==> config.mk <==
export PLATFORM = sky130hd
export DESIGN_NAME = game_ctrl
export DESIGN_NICKNAME = d
export VERILOG_FILES = /design/src/rtl/game_ctrl.sv
export SDC_FILE = /design/constraint.sdc
export NUM_CORES = 1
export LEC_CHECK = 0
export BUFFER_PORTS_ARGS = -buffer_cell sky130_fd_sc_hd__buf_2
export CAP_MARGIN = 30
export CORE_MARGIN = 2
export CORE_UTILIZATION = 50
export DETAILED_ROUTE_END_ITERATION = 10
export GPL_ROUTABILITY_DRIVEN = 0
export PLACE_DENSITY = 0.82
export SETUP_SLACK_MARGIN = 0.15
export SYNTH_ARGS = -nofsm -noshare
export SYNTH_HDL_FRONTEND = slang
export SYNTH_SLANG_ARGS = --single-unit
==> constraint.sdc <==
create_clock -name clk -period 3.9 [get_ports clk]
set_input_delay 0.78 -clock clk [delete_from_list [all_inputs] [get_ports clk]]
set_output_delay 0.78 -clock clk [all_outputs]
set_load 0.01 [all_outputs]
==> src/rtl/game_ctrl.sv <==
// game_ctrl: per-frame game supervisor (overlap test + IDLE/PLAY/DEAD/WIN FSM).
// Define GAME_CTRL_LIVES_EN for three lives; otherwise single life and lives tied to 0.
module game_ctrl #(
  parameter int PLAYER_W       = 32,
  parameter int PLAYER_H       = 32,
  parameter int ENEMY_W        = 32,
  parameter int ENEMY_H        = 32,
  parameter int SURVIVE_FRAMES = 60,
  parameter int DEAD_FRAMES    = 120,
  parameter int SCORE_MAX      = 9
) (
  input  logic        clk,
  input  logic        reset,
  input  logic        button,
  input  logic [15:0] x,
  input  logic [15:0] y,
  input  logic [15:0] x_player,
  input  logic [15:0] y_player,
  input  logic [15:0] x_enemy,
  input  logic [15:0] y_enemy,
  output logic [1:0]  game_state,
  output logic [3:0]  p1_score,
  output logic        player_dead,
  output logic [1:0]  lives
);
  typedef enum logic [1:0] {IDLE = 2'b00, PLAY = 2'b01, DEAD = 2'b10, WIN = 2'b11} state_t;
`ifdef GAME_CTRL_LIVES_EN
  localparam logic [1:0] LIVES_INIT = 2'd3;
`else
  localparam logic [1:0] LIVES_INIT = 2'd0;
`endif
  localparam logic [15:0] SF = 16'(SURVIVE_FRAMES);
  localparam logic [15:0] DF = 16'(DEAD_FRAMES);
  localparam logic [3:0]  SM = 4'(SCORE_MAX);
  state_t      state, state_n;
  logic        s1, s2, s3, press, origin, origin_d, frame, f1, eval, hit, overlap;
  logic [15:0] xp, yp, xe, ye, surv, surv_n, dcnt, dcnt_n;
  logic [3:0]  score_n;
  logic [1:0]  lives_n;
  assign origin = x == 16'd0 && y == 16'd0;
  assign frame  = origin && !origin_d;
  // 17-bit compares so boxes near the 16-bit limit do not wrap
  assign overlap = ({1'b0, xp} < {1'b0, xe} + 17'(ENEMY_W))  &&
                   ({1'b0, xe} < {1'b0, xp} + 17'(PLAYER_W)) &&
                   ({1'b0, yp} < {1'b0, ye} + 17'(ENEMY_H))  &&
                   ({1'b0, ye} < {1'b0, yp} + 17'(PLAYER_H));
  assign game_state = state;
  always_ff @(posedge clk or negedge reset)
    if (!reset) begin
      {s1, s2, s3, press, origin_d, f1, eval, hit} <= '0;
      {xp, yp, xe, ye} <= '0;
      state       <= IDLE;
      p1_score    <= '0;
      surv        <= '0;
      dcnt        <= '0;
      lives       <= LIVES_INIT;
      player_dead <= 1'b0;
    end else begin
      {s3, s2, s1} <= {s2, s1, button};
      press        <= s2 && !s3;
      origin_d     <= origin;
      f1           <= frame;
      eval         <= f1;
      if (frame) {xp, yp, xe, ye} <= {x_player, y_player, x_enemy, y_enemy};
      hit          <= overlap;
      state        <= state_n;
      p1_score     <= score_n;
      surv         <= surv_n;
      dcnt         <= dcnt_n;
      lives        <= lives_n;
      player_dead  <= state_n == DEAD;
    end
  always_comb begin
    state_n = state;
    score_n = p1_score;
    surv_n  = surv;
    dcnt_n  = dcnt;
    lives_n = lives;
    case (state)
      IDLE, WIN: if (press) begin
        state_n = PLAY;
        score_n = '0;
        surv_n  = '0;
        lives_n = LIVES_INIT;
      end
      PLAY: if (eval) begin
        if (hit) begin
          state_n = DEAD;
          dcnt_n  = '0;
          lives_n = lives - 2'(lives != 2'd0);
        end else if (surv + 16'd1 == SF) begin
          surv_n  = '0;
          score_n = p1_score + 4'(p1_score != SM);
          state_n = score_n == SM ? WIN : PLAY;
        end else surv_n = surv + 16'd1;
      end
      DEAD: if (eval) begin
        dcnt_n = dcnt + 16'd1;
        if (dcnt_n == DF) begin
          state_n = lives != 2'd0 ? PLAY : IDLE;
          surv_n  = '0;
        end
      end
    endcase
  end
endmodule

; ---- Yosys cells after proc, flatten, opt, wreduce, memory -nomap -nowiden
; Index checks and enable logic that the tools add are counted.
[totals]
regBits = 113
elab_cells = 93
in_bits = 99
output_inout_bits = 9
[classes]
n_addsub = 8
n_reduce_logical = 19
magnitude_cmp = 4
eq_ne = 15
mux = 29
[op_table]
columns = op, count
row1 = 16-bit 2-to-1 mux, 9
row2 = 16-bit by 6-bit adder with 17-bit output (second input constant), 4
row3 = 16-bit by 17-bit < comparator with 1-bit output, 4
row4 = 16-bit case mux with 3 select lines, 1
row5 = 16-bit by 1-bit adder with 16-bit output (second input constant), 2
row6 = 16-bit logical NOT, 2
row7 = 16-bit case mux with 2 select lines, 1
row8 = 2-bit 2-to-1 mux, 10
row9 = 16-bit by 6-bit equality test with 1-bit output (second input constant), 1
row10 = 16-bit by 7-bit equality test with 1-bit output (second input constant), 1
row11 = 4-bit 2-to-1 mux, 4
row12 = 2-bit != test (second input constant), 7
row13 = 5-bit AND reduction, 2
row14 = 4-bit case mux with 2 select lines, 1
row15 = 4-bit AND reduction, 2
row16 = 2-bit equality test (second input constant), 3
row17 = 1-bit logical AND, 6
row18 = 2-bit case mux with 3 select lines, 1
row19 = 2-bit nonzero test, 3
row20 = 4-bit by 1-bit adder with 4-bit output, 1
row21 = 4-bit equality test (second input constant), 1
row22 = 4-bit != test (second input constant), 1
row23 = 2-bit case mux with 2 select lines, 1
row24 = 2-bit by 1-bit equality test with 1-bit output (second input constant), 1
row25 = 5 further kinds, 6

; ---- Longest topological paths before layout
[logic_depth]
word_depth = 9
depth_mapped = 13
mapped_depth_nobuf = 13

; ---- Least setup slack after synthesis
; No wires, ideal clock.
[synth_path]
path_kind = reg-to-reg
from = register yp[7]
to = register hit
setup_slack_ps = 1276
t_arrival_ps = 2530
required_ps = 3806
path_stages_with_launch = 12
n_path_buf = 0
cell_sequence = dfrtp_1 -> and3_1 -> and3_1 -> nand3_1 -> xor2_1 -> ha_1 -> or4_1 -> a221o_1 -> nor3_1 -> o21ai_0 -> a22o_1 -> a211oi_1
[synth_via]
elab_chain_cells = 3
word_cells_on_any_way = 5
[synth_lines]
columns = element, line
row1 = "start, declared", 37  ; logic [15:0] xp, yp, xe, ye, surv, surv_n, dcnt, dcnt_n;
row2 = "start signal, assigned", 64  ; if (frame) {xp, yp, xe, ye} <= {x_player, y_player, x_enemy, y_enemy};
row3 = 16-bit by 6-bit adder with 17-bit output / 16-bit by 17-bit < comparator with 1-bit output (equally long branches), "46, 45"
row4 = 16-bit by 17-bit < comparator with 1-bit output / 1-bit logical AND (equally long branches), "46, 44"
row5 = 1-bit logical AND *, 45  ; ({1'b0, yp} < {1'b0, ye} + 17'(ENEMY_H)) &&
row6 = net overlap, 36  ; logic s1, s2, s3, press, origin, origin_d, frame, f1, eval, hit, overlap;
row7 = "end signal, assigned", 65  ; hit <= overlap;
row8 = "end, declared", 36
; The timed path passes the listed nets; every way through them passes the cells marked *.
; A chain may end at the register's enable or synchronous reset.

; ---- Worst setup path in the final report
[layout_path]
from = register ye[6]
to = register hit
[layout_via]
elab_chain_cells = 4
word_cells_on_any_way = 5
[layout_lines]
columns = element, line
row1 = "start, declared", 37
row2 = "start signal, assigned", 64
row3 = 16-bit by 6-bit adder with 17-bit output, 45
row4 = 16-bit by 17-bit < comparator with 1-bit output, 45
row5 = 1-bit logical AND, 44  ; ({1'b0, xe} < {1'b0, xp} + 17'(PLAYER_W)) &&
row6 = 1-bit logical AND *, 45
row7 = net overlap, 36
; Marked as above.

==> impl_metrics.tcl <==
set metrics [dict create \
    holdCritPathClass "reg2reg" \
    globalRouteOverflowTotal 0 \
    die-height_um 124.9 \
    synth_cell_type_count 68 \
    worst-setup-path-type "reg2reg" \
    setup_violations 0 \
    synth_flop_cell "dfrtp_1" \
    rsz0062_at_grt "false" \
    synth_edf_count 0 \
    yosysWarningCount 0 \
    r2r_setup_slack_ps 680 \
    finalHoldWorstSlack_ps 350.2 \
    holdBufCountCts 0 \
    fin_crit_sh 0.8260 \
    total_wire_length_after_detailed_routing_um 16700 \
    ys_ff_latch 113 \
    finalPower_mw 3.143 \
    pin_count_of_the_biggest_net_entering_global_routing 83 \
    worst-endpoint-required_ps 4230 \
    grt_usage 0.2302 \
    synth_largest_area_cell "dfrtp_1" \
    hold_path_end "eval" \
    worst-r2r-cell-count 10 \
    max_cap_violations 0 \
    maximum_fanout_encountered_on_the_critical_timing_path 4 \
    synth_nets 908 \
    clock_tree.htree_level_count 4 \
    power_density_mw_per_mm2 364.7 \
    nets 1015 \
    most_frequent_cell_after_synthesis "dfrtp_1" \
    async_reset_ff_frac 1.000 \
    post_drt_wl_per_cell_um 16.01 \
    vias_per_cell 5.901 \
    detailedRoute.firstPassIterationCount 5 \
    synthTopCellsByArea "dfrtp_1 (39%), ha_1 (12%), mux2_2 (7.6%)" \
    synthDominantCellAreaShare 0.3870 \
    grt_first_pass_wirelength_um 29330 \
    tns_ps 0 \
    critical_path.endpoint_type "flop" \
    netlist_top_cells_count "dfrtp_1 (113), ha_1 (68), nand2_1 (58), o21ai_0 (53), mux2_2 (49)" \
    root_buffer "clkbuf_16" \
    dr.first_iter.drc_count 422 \
    timing.final.max_slew_violations 0 \
    diodes 0 \
    fp.coreArea_mm2 0.01442 \
    std_cell_rows 44 \
    hold_path.startpoint "f1" \
    num_io_pins 108 \
    synthesis.instances 741 \
    die_x_um 124.9 \
    finalHoldViolCount 0 \
    run_status "complete, no violations" \
    maxClockFrequency_ghz 0.3104 \
    tmin_final_ps 3222 \
    syn2layout_area_growth_pct 17.95 \
    n_fill_cell 1208 \
    place.port_buffers 107 \
    fin_worst_skew_ps 9.342 \
    clock_tree_from_tritoncts "done" \
    final_cells 1043 \
    max_vdd_drop_mv 0.3016 \
    relative_slew_slack 0.3824 \
    die_area_mm2 0.01560 \
    dpl.hpwl_um 12340 \
    grt_pass1_vias 6143 \
    worstReg2RegStart "ye[6]" \
    cts.reportedPaths.clkPinSlew_ps 60 \
    tightest_slew_ps 903.1 \
    setup.worst_path.start_class "flop" \
    vias 6155 \
    ctsLongestPathBuffers 2 \
    cts-buffers-inserted 17 \
    drc 0 \
    dp_cells 1013 \
    post_synthesis_sequential_area_ratio 0.3870 \
    clock_insertion_delay_at_the_later_pin_of_the_skew_report_ps 420 \
    initial_core_util 0.5066 \
    holdPathStages 0 \
    mappedNetlistArea_mm2 0.007307 \
    tritoncts_num_sinks 113 \
    initial_antenna_violation_count 0 \
    postCtsResizedCells 0 \
    cts_setup_buffers 0 \
    reg2reg_to "hit" \
    critical_path_arrival_ps 3550 \
    final_layout_size_suffix_gt1_frac 0.2340 \
    syn_area_per_cell_um2 9.861 \
    static-leakage-power_nw 4.153 \
    detail-route-antenna-nets 0 \
]
## worst max-delay path, cell delays in order (launching register included)
cell and delay (ps):
dfrtp_1 430, ha_1 240, and3_1 240, xnor2_1 150, ha_1 290, nor2b_1 130
o21ai_0 170, nand2b_1 90, a2111oi_0 830, o211ai_1 270, a211oi_1 290
## layout make-up
cell class | count | area [um2] | share of cell area
timing repair buffer | 110 | 585.6 | 0.06794
tap | 184 | 230.2 | 0.02671
clock inverter | 4 | 70.07 | 0.008130
clock buffer | 26 | 539.3 | 0.06257
sequential | 113 | 2828 | 0.3281
inverter | 32 | 120.1 | 0.01394
multi-input combinational | 574 | 4245 | 0.4926
## power by group
group | leakage, nW | internal [mW] | switching [mW]
combinational | 2.37 | 0.125 | 0.220
clock | 0.304 | 1.07 | 0.513
sequential | 1.48 | 1.19 | 0.0274
## logic make-up (layout without fill, tap and decap cells)
logic type,Yosys count,in the layout,synth area share
AND/OR/NAND/NOR,240,240,0.1772
AO/OA/AOI/OAI,173,173,0.1580
flip-flops,113,113,0.3870
adder cells (fa/ha/maj),68,68,0.1164
buffers and inverters,54,172,0.03270
multiplexers,51,51,0.07825
XOR/XNOR,42,42,0.05034
## worst max path at each step
stage                to  cells past startpoint  slack (ps)   from
floorplan           hit                     11        1280  yp[7]
global placement    hit                     10         780  ye[6]
detailed placement  hit                     10         690  ye[6]
CTS                 hit                     10         660  ye[6]
global route        hit                     11         310  ye[7]
finish              hit                     10         680  ye[6]
## state kept, by name, indices dropped and copies added (netlist names), 2 cells and up
| register | count |
|---|---|
| xe | 16 |
| surv | 16 |
| game_state | 2 |
| p1_score | 4 |
| lives | 2 |
| yp | 16 |
| dcnt | 16 |
| ye | 16 |
| xp | 16 |
## metrics by stage
stage | util | instance area [um2] | setup slack [ps]
after global placement | 0.5553 | 8009 | 780.0
after floorplan | - | 7307 | 1276
after detailed placement | 0.5553 | 8009 | 688.6
after global routing | 0.5975 | 8618 | 310.2
after CTS | 0.5975 | 8618 | 660.7
final | 0.5975 | 8618 | 678.4
## cells in the final DEF (no fill, tap or decap), types with 4 or more instances in the layout
master     netlist  routed
dfrtp_1        113     113
buf_2           11     106
ha_1            68      68
nand2_1         58      58
o21ai_0         53      53
mux2_2          49      49
nand3_1         44      44
inv_1           31      31
a21oi_1         28      28
nor2_1          27      27
xor2_1          27      27
and3_1          20      20
clkbuf_16        0      17
xnor2_1         15      15
a21o_1          15      15
nand4_1         14      14
nand2b_1        12      12
nor3_1          13      12
nor4_1          11      11
o31ai_1         10      10
and4_1           8       8
a22o_1           8       8
clkbuf_8         0       8
and2_1           7       7
or3_1            6       6
o21a_1           6       6
a31oi_1          5       5
nor2b_1          5       5
a211oi_1         4       4
o41ai_1          4       4
## per-layer routing
| metal | GRT usage | up-vias | part of all wire |
|---|---|---|---|
| li1 | - | 2972 | - |
| met1 | 0.2941 | 2952 | 0.43 |
| met2 | 0.3796 | 192 | 0.49 |
| met3 | 0.05326 | 39 | 0.057 |
| met4 | 0.09150 | 0 | 0.024 |
| met5 | 0 | - | 0 |
Power figures use the tool's default switching activity.
